**config.mk**
```make
export PLATFORM = sky130hd
export DESIGN_NAME = maj_operand_packer
export DESIGN_NICKNAME = d
export VERILOG_FILES = /design/src/rtl/maj_pkg.sv /design/src/rtl/maj_pad_gen.sv /design/src/rtl/maj_operand_packer.sv
export SDC_FILE = /design/constraint.sdc
export NUM_CORES = 1
export LEC_CHECK = 0
export BUFFER_PORTS_ARGS = -buffer_cell sky130_fd_sc_hd__buf_2
export CAP_MARGIN = 20
export CELL_PAD_IN_SITES_DETAIL_PLACEMENT = 0
export CELL_PAD_IN_SITES_GLOBAL_PLACEMENT = 1
export CORE_MARGIN = 10
export CORE_UTILIZATION = 36
export CTS_BUF_LIST = sky130_fd_sc_hd__clkbuf_8
export DETAILED_ROUTE_END_ITERATION = 6
export GPL_TIMING_DRIVEN = 0
export PLACE_DENSITY = 0.8
export SYNTH_ARGS = -nofsm -noshare
export SYNTH_HDL_FRONTEND = slang
export SYNTH_SLANG_ARGS = --single-unit
```
**constraint.sdc**
```tcl
create_clock -name clk -period 1.5 [get_ports clk]
set_input_delay 0.3 -clock clk [delete_from_list [all_inputs] [get_ports clk]]
set_output_delay 0.3 -clock clk [all_outputs]
set_load 0.02 [all_outputs]
```
**src/rtl/maj_pkg.sv**
```systemverilog
// Shared definitions for the majority-gate operand path: default width, state enum, pad slot mask.
// Latency: none (package only).
// Backpressure: not applicable.
package maj_pkg;

   localparam int MAJ_M_DEFAULT = 3;

   // Widest operand the pad helpers support; the packer rejects larger M at elaboration.
   localparam int PAD_W = 32;

   typedef enum logic {
      FILL = 1'b0,   // output register empty, collecting bits
      HOLD = 1'b1    // output register holds a word awaiting a_ready
   } maj_state_e;

   // Pad slots of an m-bit word carrying k real bits: positions k..m-1 set.
   function automatic logic [PAD_W-1:0] pad_mask(input int m, input int k);
      logic [PAD_W-1:0] mask;
      mask = '0;
      for (int i = 0; i < PAD_W; i++) begin
         mask[i] = (i >= k) && (i < m);
      end
      return mask;
   endfunction

endpackage

```
**src/rtl/maj_pad_gen.sv**
```systemverilog
// Pad vector for a short operand word: k real bits -> M-bit pattern occupying slots k..M-1.
// Latency: combinational. Backpressure: none.
// MAJ_PACK_NEUTRAL_PAD_EN: defined -> odd slots padded with 1, even with 0; undefined -> all pad 0.
module maj_pad_gen
   import maj_pkg::*;
#(
   parameter int M  = MAJ_M_DEFAULT,
   parameter int CW = $clog2(M + 1)
) (
   input  logic [CW-1:0] k_i,
   output logic [M-1:0]  pad_o
);

   logic [PAD_W-1:0] slots;

   // Pattern is tied to absolute bit position: an odd k leaves an even run of
   // balanced 1/0 pad, an even k leaves one surplus 0, so ties resolve to 0.
   always_comb begin
      slots = pad_mask(M, int'(k_i));
      pad_o = '0;
      for (int i = 0; i < M; i++) begin
`ifdef MAJ_PACK_NEUTRAL_PAD_EN
         pad_o[i] = slots[i] & 1'(i % 2);
`else
         pad_o[i] = slots[i] & 1'b0;
`endif
      end
   end

endmodule

```
**src/rtl/maj_operand_packer.sv**
```systemverilog
// Packs a bit-serial stream LSB-first into registered M-bit operand words, padding short groups.
// Latency: word valid the cycle after its last bit is accepted; 1 bit/cycle sustained.
// Backpressure: a held word with a_ready low drops in_ready; no bit is accepted or lost.
// Build option MAJ_PACK_NEUTRAL_PAD_EN selects neutral (alternating) padding instead of zeros.
module maj_operand_packer
   import maj_pkg::*;
#(
   parameter int M  = MAJ_M_DEFAULT,
   parameter int CW = $clog2(M + 1)
) (
   input  logic          clk,
   input  logic          rst,
   input  logic          in_bit,
   input  logic          in_valid,
   input  logic          in_last,
   output logic          in_ready,
   output logic [M-1:0]  a,
   output logic [CW-1:0] a_count,
   output logic          a_last,
   output logic          a_valid,
   input  logic          a_ready
);

   if ((M < 3) || ((M % 2) == 0) || (M > PAD_W)) begin : g_bad_m
      $fatal(1, "maj_operand_packer: M must be odd, >= 3 and <= PAD_W");
   end

   maj_state_e    state_q, state_d;
   logic [M-1:0]  fill_q, fill_d;
   logic [CW-1:0] cnt_q, cnt_d;
   logic [M-1:0]  a_q, a_d;
   logic [CW-1:0] count_q, count_d;
   logic          last_q, last_d;

   logic          accept;
   logic          complete;
   logic [CW-1:0] k_new;
   logic [M-1:0]  pad;
   logic [M-1:0]  word;

   assign a_valid  = (state_q == HOLD);
   assign in_ready = !a_valid || a_ready;
   assign accept   = in_valid && in_ready;
   assign k_new    = CW'(cnt_q + 1'b1);
   assign complete = accept && ((cnt_q == CW'(M - 1)) || in_last);

   maj_pad_gen #(
      .M  (M),
      .CW (CW)
   ) u_pad_gen (
      .k_i   (k_new),
      .pad_o (pad)
   );

   // Fill bits above cnt are always zero, so OR-ing in the new bit and pad is safe.
   assign word = fill_q | (M'(in_bit) << cnt_q) | pad;

   // Fill register and bit counter: store accepted bits, restart on completion.
   always_comb begin
      fill_d = fill_q;
      cnt_d  = cnt_q;
      if (complete) begin
         fill_d = '0;
         cnt_d  = '0;
      end else if (accept) begin
         fill_d[cnt_q] = in_bit;
         cnt_d         = k_new;
      end
   end

   // Output FSM: load on completion, release on a_ready; back-to-back load keeps HOLD.
   always_comb begin
      state_d = state_q;
      a_d     = a_q;
      count_d = count_q;
      last_d  = last_q;
      case (state_q)
         FILL: begin
            if (complete) begin
               state_d = HOLD;
               a_d     = word;
               count_d = k_new;
               last_d  = in_last;
            end
         end
         HOLD: begin
            if (a_ready) begin
               if (complete) begin
                  a_d     = word;
                  count_d = k_new;
                  last_d  = in_last;
               end else begin
                  state_d = FILL;
               end
            end
         end
         default: state_d = FILL;
      endcase
   end

   // State registers with synchronous reset discarding any partial or held word.
   always_ff @(posedge clk) begin
      if (rst) begin
         state_q <= FILL;
         fill_q  <= '0;
         cnt_q   <= '0;
         a_q     <= '0;
         count_q <= '0;
         last_q  <= 1'b0;
      end else begin
         state_q <= state_d;
         fill_q  <= fill_d;
         cnt_q   <= cnt_d;
         a_q     <= a_d;
         count_q <= count_d;
         last_q  <= last_d;
      end
   end

   assign a       = a_q;
   assign a_count = count_q;
   assign a_last  = last_q;

endmodule
```
==> flow_summary_export.csv, run 1 <==
group,metric,value,unit
route,drt_iter0_drc,13,
cts,insertion_delay,0.24,ns
synthesis,synthesis.nets,74,
cells_and_area,final_nets,92,
synthesis,synth-seq-cells,12,
sta,finalHoldViolCount,0,
pwr,p_per_area,1119,nW/um2
die,die_w,61.27,um
min_path,hold_depth,3,
synthesis,synth.distinct_cells,21,
setup_path,path_max_fanout,10,
die,die_y,61.27,um
route,routed_wl,1.447,mm
cts,cts_tree,"done",
synthesis,synth_area,613.1,um2
cells_and_area,diodes,0,
synthesis,synth_top_area_share,39.18,%
sta,finalClockSkew,0.001093,ns
status,status,"complete, no violations",
cts,clk_pin_slew_worst_paths,0.06,ns
cells_and_area,syn_to_final_growth,24.08,%
min_path,hold_class,"in -> reg",
setup_path,critPathArrivalTime,1.13,ns
min_path,worstHoldEndpoint,"a_last$_SDFFE_PP0P_",
sta,fin_crit_sh,95.61,%
setup_path,ff2ff_path_depth,6,
placement,gp_congestion,0.7209,
cts,cts_root_buf,"clkbuf_8",
setup_path,r2r_start,"cnt_q[0]$_SDFFE_PP0P_",
synthesis,yosysWarnings,0,
sta,slew_headroom,81.24,%
placement,place_inst,93,
cts,clkSinkCount,12,
pwr,total_leakage_power,0.3023,nW
cts,cts_max_level,1,
grt,antenna_found_initial,0,
setup_path,end_kind,"primary output",
sta,final_max_slew_viol_count,0,
synthesis,seq_area_frac_synth,39.18,%
cells_and_area,fill_cells,154,
min_path,hold_path.startpoint,"in_last",
sta,rsz0062_at_grt,"false",
cts,clk_path_buf_depth,2,
setup_path,critical_path_required,1.20,ns
cells_and_area,fin_area,760.7,um2
route,num_vias,537,
synthesis,syn-mean-instance-area,9.432,um2
placement,place_area,693.2,um2
route,wire_per_inst,14.77,um
route,detail-route-antenna-nets,0,
die,initial_core_util,39.33,%
cells_and_area,stdcell_count,98,
pwr,peakVddDrop,0.6233,mV
sta,period_minus_slack,1.434,ns
grt,gr-usage-all-layers,8.688,%
cts,numCtsBuffers,3,
route,drt_pass1_iterations,4,
setup_path,timing.rr.end,"cnt_q[0]$_SDFFE_PP0P_",
grt,overflow,0,
setup_path,worst_setup_path_start_kind,"register",
synthesis,synthCells,65,
grt,grt_pass1_vias,514,
die,dieArea,3753,um2
run,max_cap_violations,0,
die,rows,14,
setup_path,r2r_slack,0.08,ns
route,vias_per_cell,5.480,
cells_and_area,drive_above_1_share,41.46,%
die,io_pins,14,
synthesis,synth_top_cell_by_area,"dfxtp_1",
setup_path,critPathKind,"reg -> out",
synthesis,synth.top_cells.by_area,"dfxtp_1 (39%), a31oi_1 (7.1%), ha_1 (6.1%)",
sta,report.final.setup_viol,0,
placement,hpwlAfterDp,1.060,mm
sta,max_freq,697.3,MHz
route,drc_errors,0,
grt,grt_pass1_wl,2.470,mm
sta,tightest_slew,0.2798,ns
placement,io_buffers,12,
die,core_area,1559,um2
grt,grt_max_degree,11,
[routing by layer]
layer,part of all wire (%),wire (um),up-vias,GRT usage [%]
met1,46,663,254,11.11
met4,0,0,0,2.932
met5,0,0,-,0
met3,7.1,103,0,3.909
met2,47,681,13,12.57
li1,-,-,270,-
[how the worst max path moves through the flow]
stage | from | end | cells past startpoint
6_report | a_valid$_SDFF_PP0_ | in_ready | 5
5_1_grt | a_valid$_SDFF_PP0_ | in_ready | 5
4_1_cts | cnt_q[0]$_SDFFE_PP0P_ | fill_q[1]$_SDFFE_PP0P_ | 6
3_5_place_dp | cnt_q[0]$_SDFFE_PP0P_ | cnt_q[0]$_SDFFE_PP0P_ | 6
3_3_place_gp | cnt_q[0]$_SDFFE_PP0P_ | cnt_q[1]$_SDFFE_PP0P_ | 6
2_1_floorplan | cnt_q[0]$_SDFFE_PP0P_ | cnt_q[1]$_SDFFE_PP0P_ | 6
[cell usage after synthesis]
library cell	instances
dfxtp_1	12
a31oi_1	7
inv_1	5
a211oi_1	4
a21oi_2	4
o21ai_0	4
a21oi_1	3
buf_6	3
ha_1	3
nand3_1	3
nand4_1	3
nor2_1	3
nand2_1	2
o31ai_1	2
a31o_4	1
buf_2	1
clkdlybuf4s18_2	1
inv_6	1
nor2b_4	1
nor3_2	1
or2_1	1
[where the power goes]
part | switching, W | internal, W
Combinational | 0.0000834 | 0.0000562
Sequential | 0.0000104 | 0.000338
Clock | 0.000131 | 0.000232
Total | 0.000225 | 0.000626
[cell usage in the layout, fill, tap and decap left out, types with 2 or more instances in the layout]
cell and count:
buf_2 13, nand3_1 3, clkbuf_8 4, inv_1 4, nand4_1 3, buf_6 3, ha_1 2, dfxtp_1 10
o31ai_1 2, a21oi_1 3, dfxtp_2 2, o21ai_0 4, a21oi_2 4, nor2_1 3, nand2_1 2, a31oi_1 7
a211oi_1 4
[worst max-delay path, stage by stage, from the launching register on]
cell,delay (ns)
dfxtp_2,0.31
nor2b_4,0.11
buf_6,0.11
inv_6,0.05
buf_6,0.13
buf_2,0.17
[cells by family after synthesis]
kind of cell | count (synthesis) | synth area share [%]
AOI/OAI and AO/OA | 25 | 28.77
and+or+nand+nor | 14 | 13.47
DFF | 12 | 39.18
buffers and inverters | 11 | 12.45
adders and majority gates | 3 | 6.123
[through the flow]
step | util [%] | power [W] | TNS [ns] | worst slack [ns] | hold slack [ns]
6_report | 48.80 | 0.0008511 | 0 | 0.06588 | 0.3298
5_1_grt | 48.80 | 0.0008896 | 0 | 0.006010 | 0.3627
4_1_cts | 48.07 | 0.0008584 | 0 | 0.003612 | 0.3260
3_5_place_dp | 44.46 | 0.0004924 | -0.1832 | -0.04328 | 0.4228
3_3_place_gp | 44.46 | 0.0004915 | -0.1497 | -0.03589 | 0.4195
2_1_floorplan | - | 0.0004512 | 0 | 0.08711 | 0.4078
[cell type report]
class | instances | area, um2 | area share, %
multi-input combinational | 42 | 299.0 | 39.31
sequential | 12 | 242.7 | 31.91
timing repair buffer | 13 | 67.56 | 8.882
clock buffer | 4 | 55.05 | 7.237
buffer | 5 | 48.80 | 6.414
inverter | 6 | 27.53 | 3.618
tap | 16 | 20.02 | 2.632
[sequential cells by signal, summed over array words and instances, names as in the netlist]
signal,count
a,3
fill_q,3
a_count,2
cnt_q,2
a_last,1
a_valid,1
[repair_timing]
item | 4_1_cts | 5_1_grt
endpoints found under the setup margin | 5 | 8
pin swaps | 0 | 0
hold buffers | 0 | 0
setup buffers | 0 | 1
gates resized for setup | 1 | 3
Note: power is estimated with default switching activity, not from simulation.
==> run 2: changes to the inputs <==
--- a/config.mk
+++ b/config.mk
@@ -10,11 +10,10 @@
 export CELL_PAD_IN_SITES_DETAIL_PLACEMENT = 0
 export CELL_PAD_IN_SITES_GLOBAL_PLACEMENT = 1
 export CORE_MARGIN = 10
-export CORE_UTILIZATION = 36
-export CTS_BUF_LIST = sky130_fd_sc_hd__clkbuf_8
+export CORE_UTILIZATION = 34
 export DETAILED_ROUTE_END_ITERATION = 6
 export GPL_TIMING_DRIVEN = 0
-export PLACE_DENSITY = 0.8
+export PLACE_DENSITY = 0.76
 export SYNTH_ARGS = -nofsm -noshare
 export SYNTH_HDL_FRONTEND = slang
 export SYNTH_SLANG_ARGS = --single-unit
==> run 2 against run 1 <==
  * Clock-buffer cell count is the same
  * Power shrank 11%
  * Clock skew grew 0.00064 ns
  * Global-route usage shrank 0.93 points
  * Routed wire length shrank 1.1%
  * Non-clock buffer count is the same
  * Via count is the same
  * Core utilization shrank 5.2 points
  * Critical endpoint unchanged
  * Largest power group is now sequential cells
==> flow_summary_export.csv, run 2 (synthesis gave the netlist of run 1 again) <==
group,metric,value,unit
die,die_w,62.47,um
setup_path,r2r_start,"cnt_q[0]$_SDFFE_PP0P_",
sta,fin_crit_sh,95.18,%
sta,rsz0062_at_grt,"false",
setup_path,worst_path_max_delay_cell,"dfxtp_2",
sta,final_max_slew_viol_count,0,
route,num_vias,537,
cells_and_area,fill_cells,191,
route,routed_wl,1.431,mm
sta,slew_headroom,81.54,%
min_path,hold_class,"in -> reg",
cells_and_area,most-common-layout-cells,"buf_2 (12), dfxtp_1 (10), a31oi_1 (7)",
cts,numCtsBuffers,3,
grt,gr-usage-all-layers,7.754,%
cts,cts_max_level,1,
sta,max_freq,700.4,MHz
sta,holdWs,0.2806,ns
run,max_cap_violations,0,
cells_and_area,syn_to_final_growth,22.65,%
cells_and_area,final_common_cell,"buf_2",
cts,cts_root_buf,"clkbuf_4",
cts,cts_tree,"done",
route,drc_errors,0,
pwr,power,0.0007572,W
grt,grt_pass1_wl,2.421,mm
cells_and_area,stdcell_count,107,
route,vias_per_cell,5.019,
grt,antenna_found_initial,0,
cells_and_area,diodes,0,
sta,report.final.setup_viol,0,
setup_path,end_kind,"primary output",
die,rows,15,
pwr,peakVddDrop,0.3648,mV
pwr,total_leakage_power,0.2954,nW
setup_path,critPathKind,"reg -> out",
grt,use_met3,2.330,%
setup_path,critPathArrivalTime,1.13,ns
setup_path,worst_setup_path_start_kind,"register",
die,io_pins,14,
placement,hpwlAfterDp,1.069,mm
status,status,"complete, no violations",
setup_path,path_max_fanout,10,
grt,overflow,0,
die,core_area,1727,um2
setup_path,path_cells,"nor2b_4 -> inv_6 -> buf_6 -> buf_4",
grt,grt_util_met1,8.266,%
grt,grtUsageMet2,12.05,%
placement,io_buffers,12,
sta,tightest_slew,0.2754,ns
setup_path,timing.rr.end,"fill_q[0]$_SDFFE_PP0P_",
sta,finalClockSkew,0.001729,ns
grt,grt-busiest-layer,"met2",
cts,holdBufCountCts,0,
grt,grt_pass1_vias,523,
sta,period_minus_slack,1.428,ns
cts,clk_path_buf_depth,2,
die,die_y,62.47,um
route,drt_iter0_drc,12,
setup_path,r2r_slack,0.12,ns
route,drt_pass1_iterations,4,
pwr,p_per_area,1007,nW/um2
placement,gp_congestion,0.7411,
setup_path,path_buf_inv,3,
die,initial_core_util,35.51,%
sta,finalHoldViolCount,0,
setup_path,crit_cells,4,
grt,grt_max_degree,11,
setup_path,crit_start,"a_valid$_SDFF_PP0_",
cts,clk_pin_slew_worst_paths,0.08,ns
cells_and_area,drive_above_1_share,41.46,%
setup_path,critPathCapture,"in_ready",
cts,insertion_delay,0.28,ns
cells_and_area,final_nets,92,
setup_path,critical_path_required,1.20,ns
setup_path,ff2ff_path_depth,6,
setup_path,cpPeakStageDelay,0.33,ns
route,wire_per_inst,13.37,um
setup_path,critPathTopFamily,"flip-flops",
die,dieArea,3902,um2
placement,place_inst,102,
route,detail-route-antenna-nets,0,
cts,clkSinkCount,12,
-- run 2: per-layer routing --
metal / vias up / share of wire [%]
met1: 253 / 40
met4: 0 / 2.0
met2: 12 / 52
met3: 3 / 5.5
li1: 269 / -
met5: - / 0
-- run 2: per-stage QoR --
stage	setup WS, ns	utilization, %	setup TNS [ns]	cell area [um2]
after CTS	0.008540	43.84	0	757.0
after global placement	-0.04134	40.80	-0.1671	704.4
after detailed placement	-0.05719	40.80	-0.2270	704.4
final	0.07226	43.55	0	752.0
after floorplan	0.08711	-	0	613.1
after global routing	0.02402	43.55	0	752.0
-- run 2: layout make-up --
type                            instances  area [um2]  share of cell area, %
Inverter                                6       27.53                  3.661
Timing Repair Buffer                   14       77.57                  10.32
Buffer                                  4       37.54                  4.992
Multi-Input combinational cell         42       299.0                  39.77
Sequential cell                        12       242.7                  32.28
Clock buffer                            4       36.28                  4.825
Tap cell                               25       31.28                  4.160
-- run 2: report_power, final --
part | switching, W | leakage (nW) | internal [W]
combinational | 0.0000849 | 0.175 | 0.0000575
clock | 0.000121 | 0.0210 | 0.000148
sequential | 0.00000924 | 0.0990 | 0.000337
-- run 2: worst min-delay path by stage --
stage                           startpoint                     end  slack [ns]  depth (start not counted)
floorplan           fill_q[2]$_SDFFE_PP0P_  fill_q[2]$_SDFFE_PP0P_        0.41                          2
global placement    fill_q[2]$_SDFFE_PP0P_  fill_q[2]$_SDFFE_PP0P_        0.43                          2
detailed placement  fill_q[2]$_SDFFE_PP0P_  fill_q[2]$_SDFFE_PP0P_        0.43                          2
CTS                                in_last     a_last$_SDFFE_PP0P_        0.28                          3
global route                       in_last     a_last$_SDFFE_PP0P_        0.30                          3
finish                             in_last     a_last$_SDFFE_PP0P_        0.28                          3
-- run 2: worst min-delay path, cell delays in order --
cell and delay, ns:
buf_2 0.11, nand3_1 0.06, a21oi_1 0.06
-- run 2: timing repair --
item                       in CTS  in global routing
resized for setup               1                  4
setup buffers                   2                  0
setup endpoints to repair       6                  6
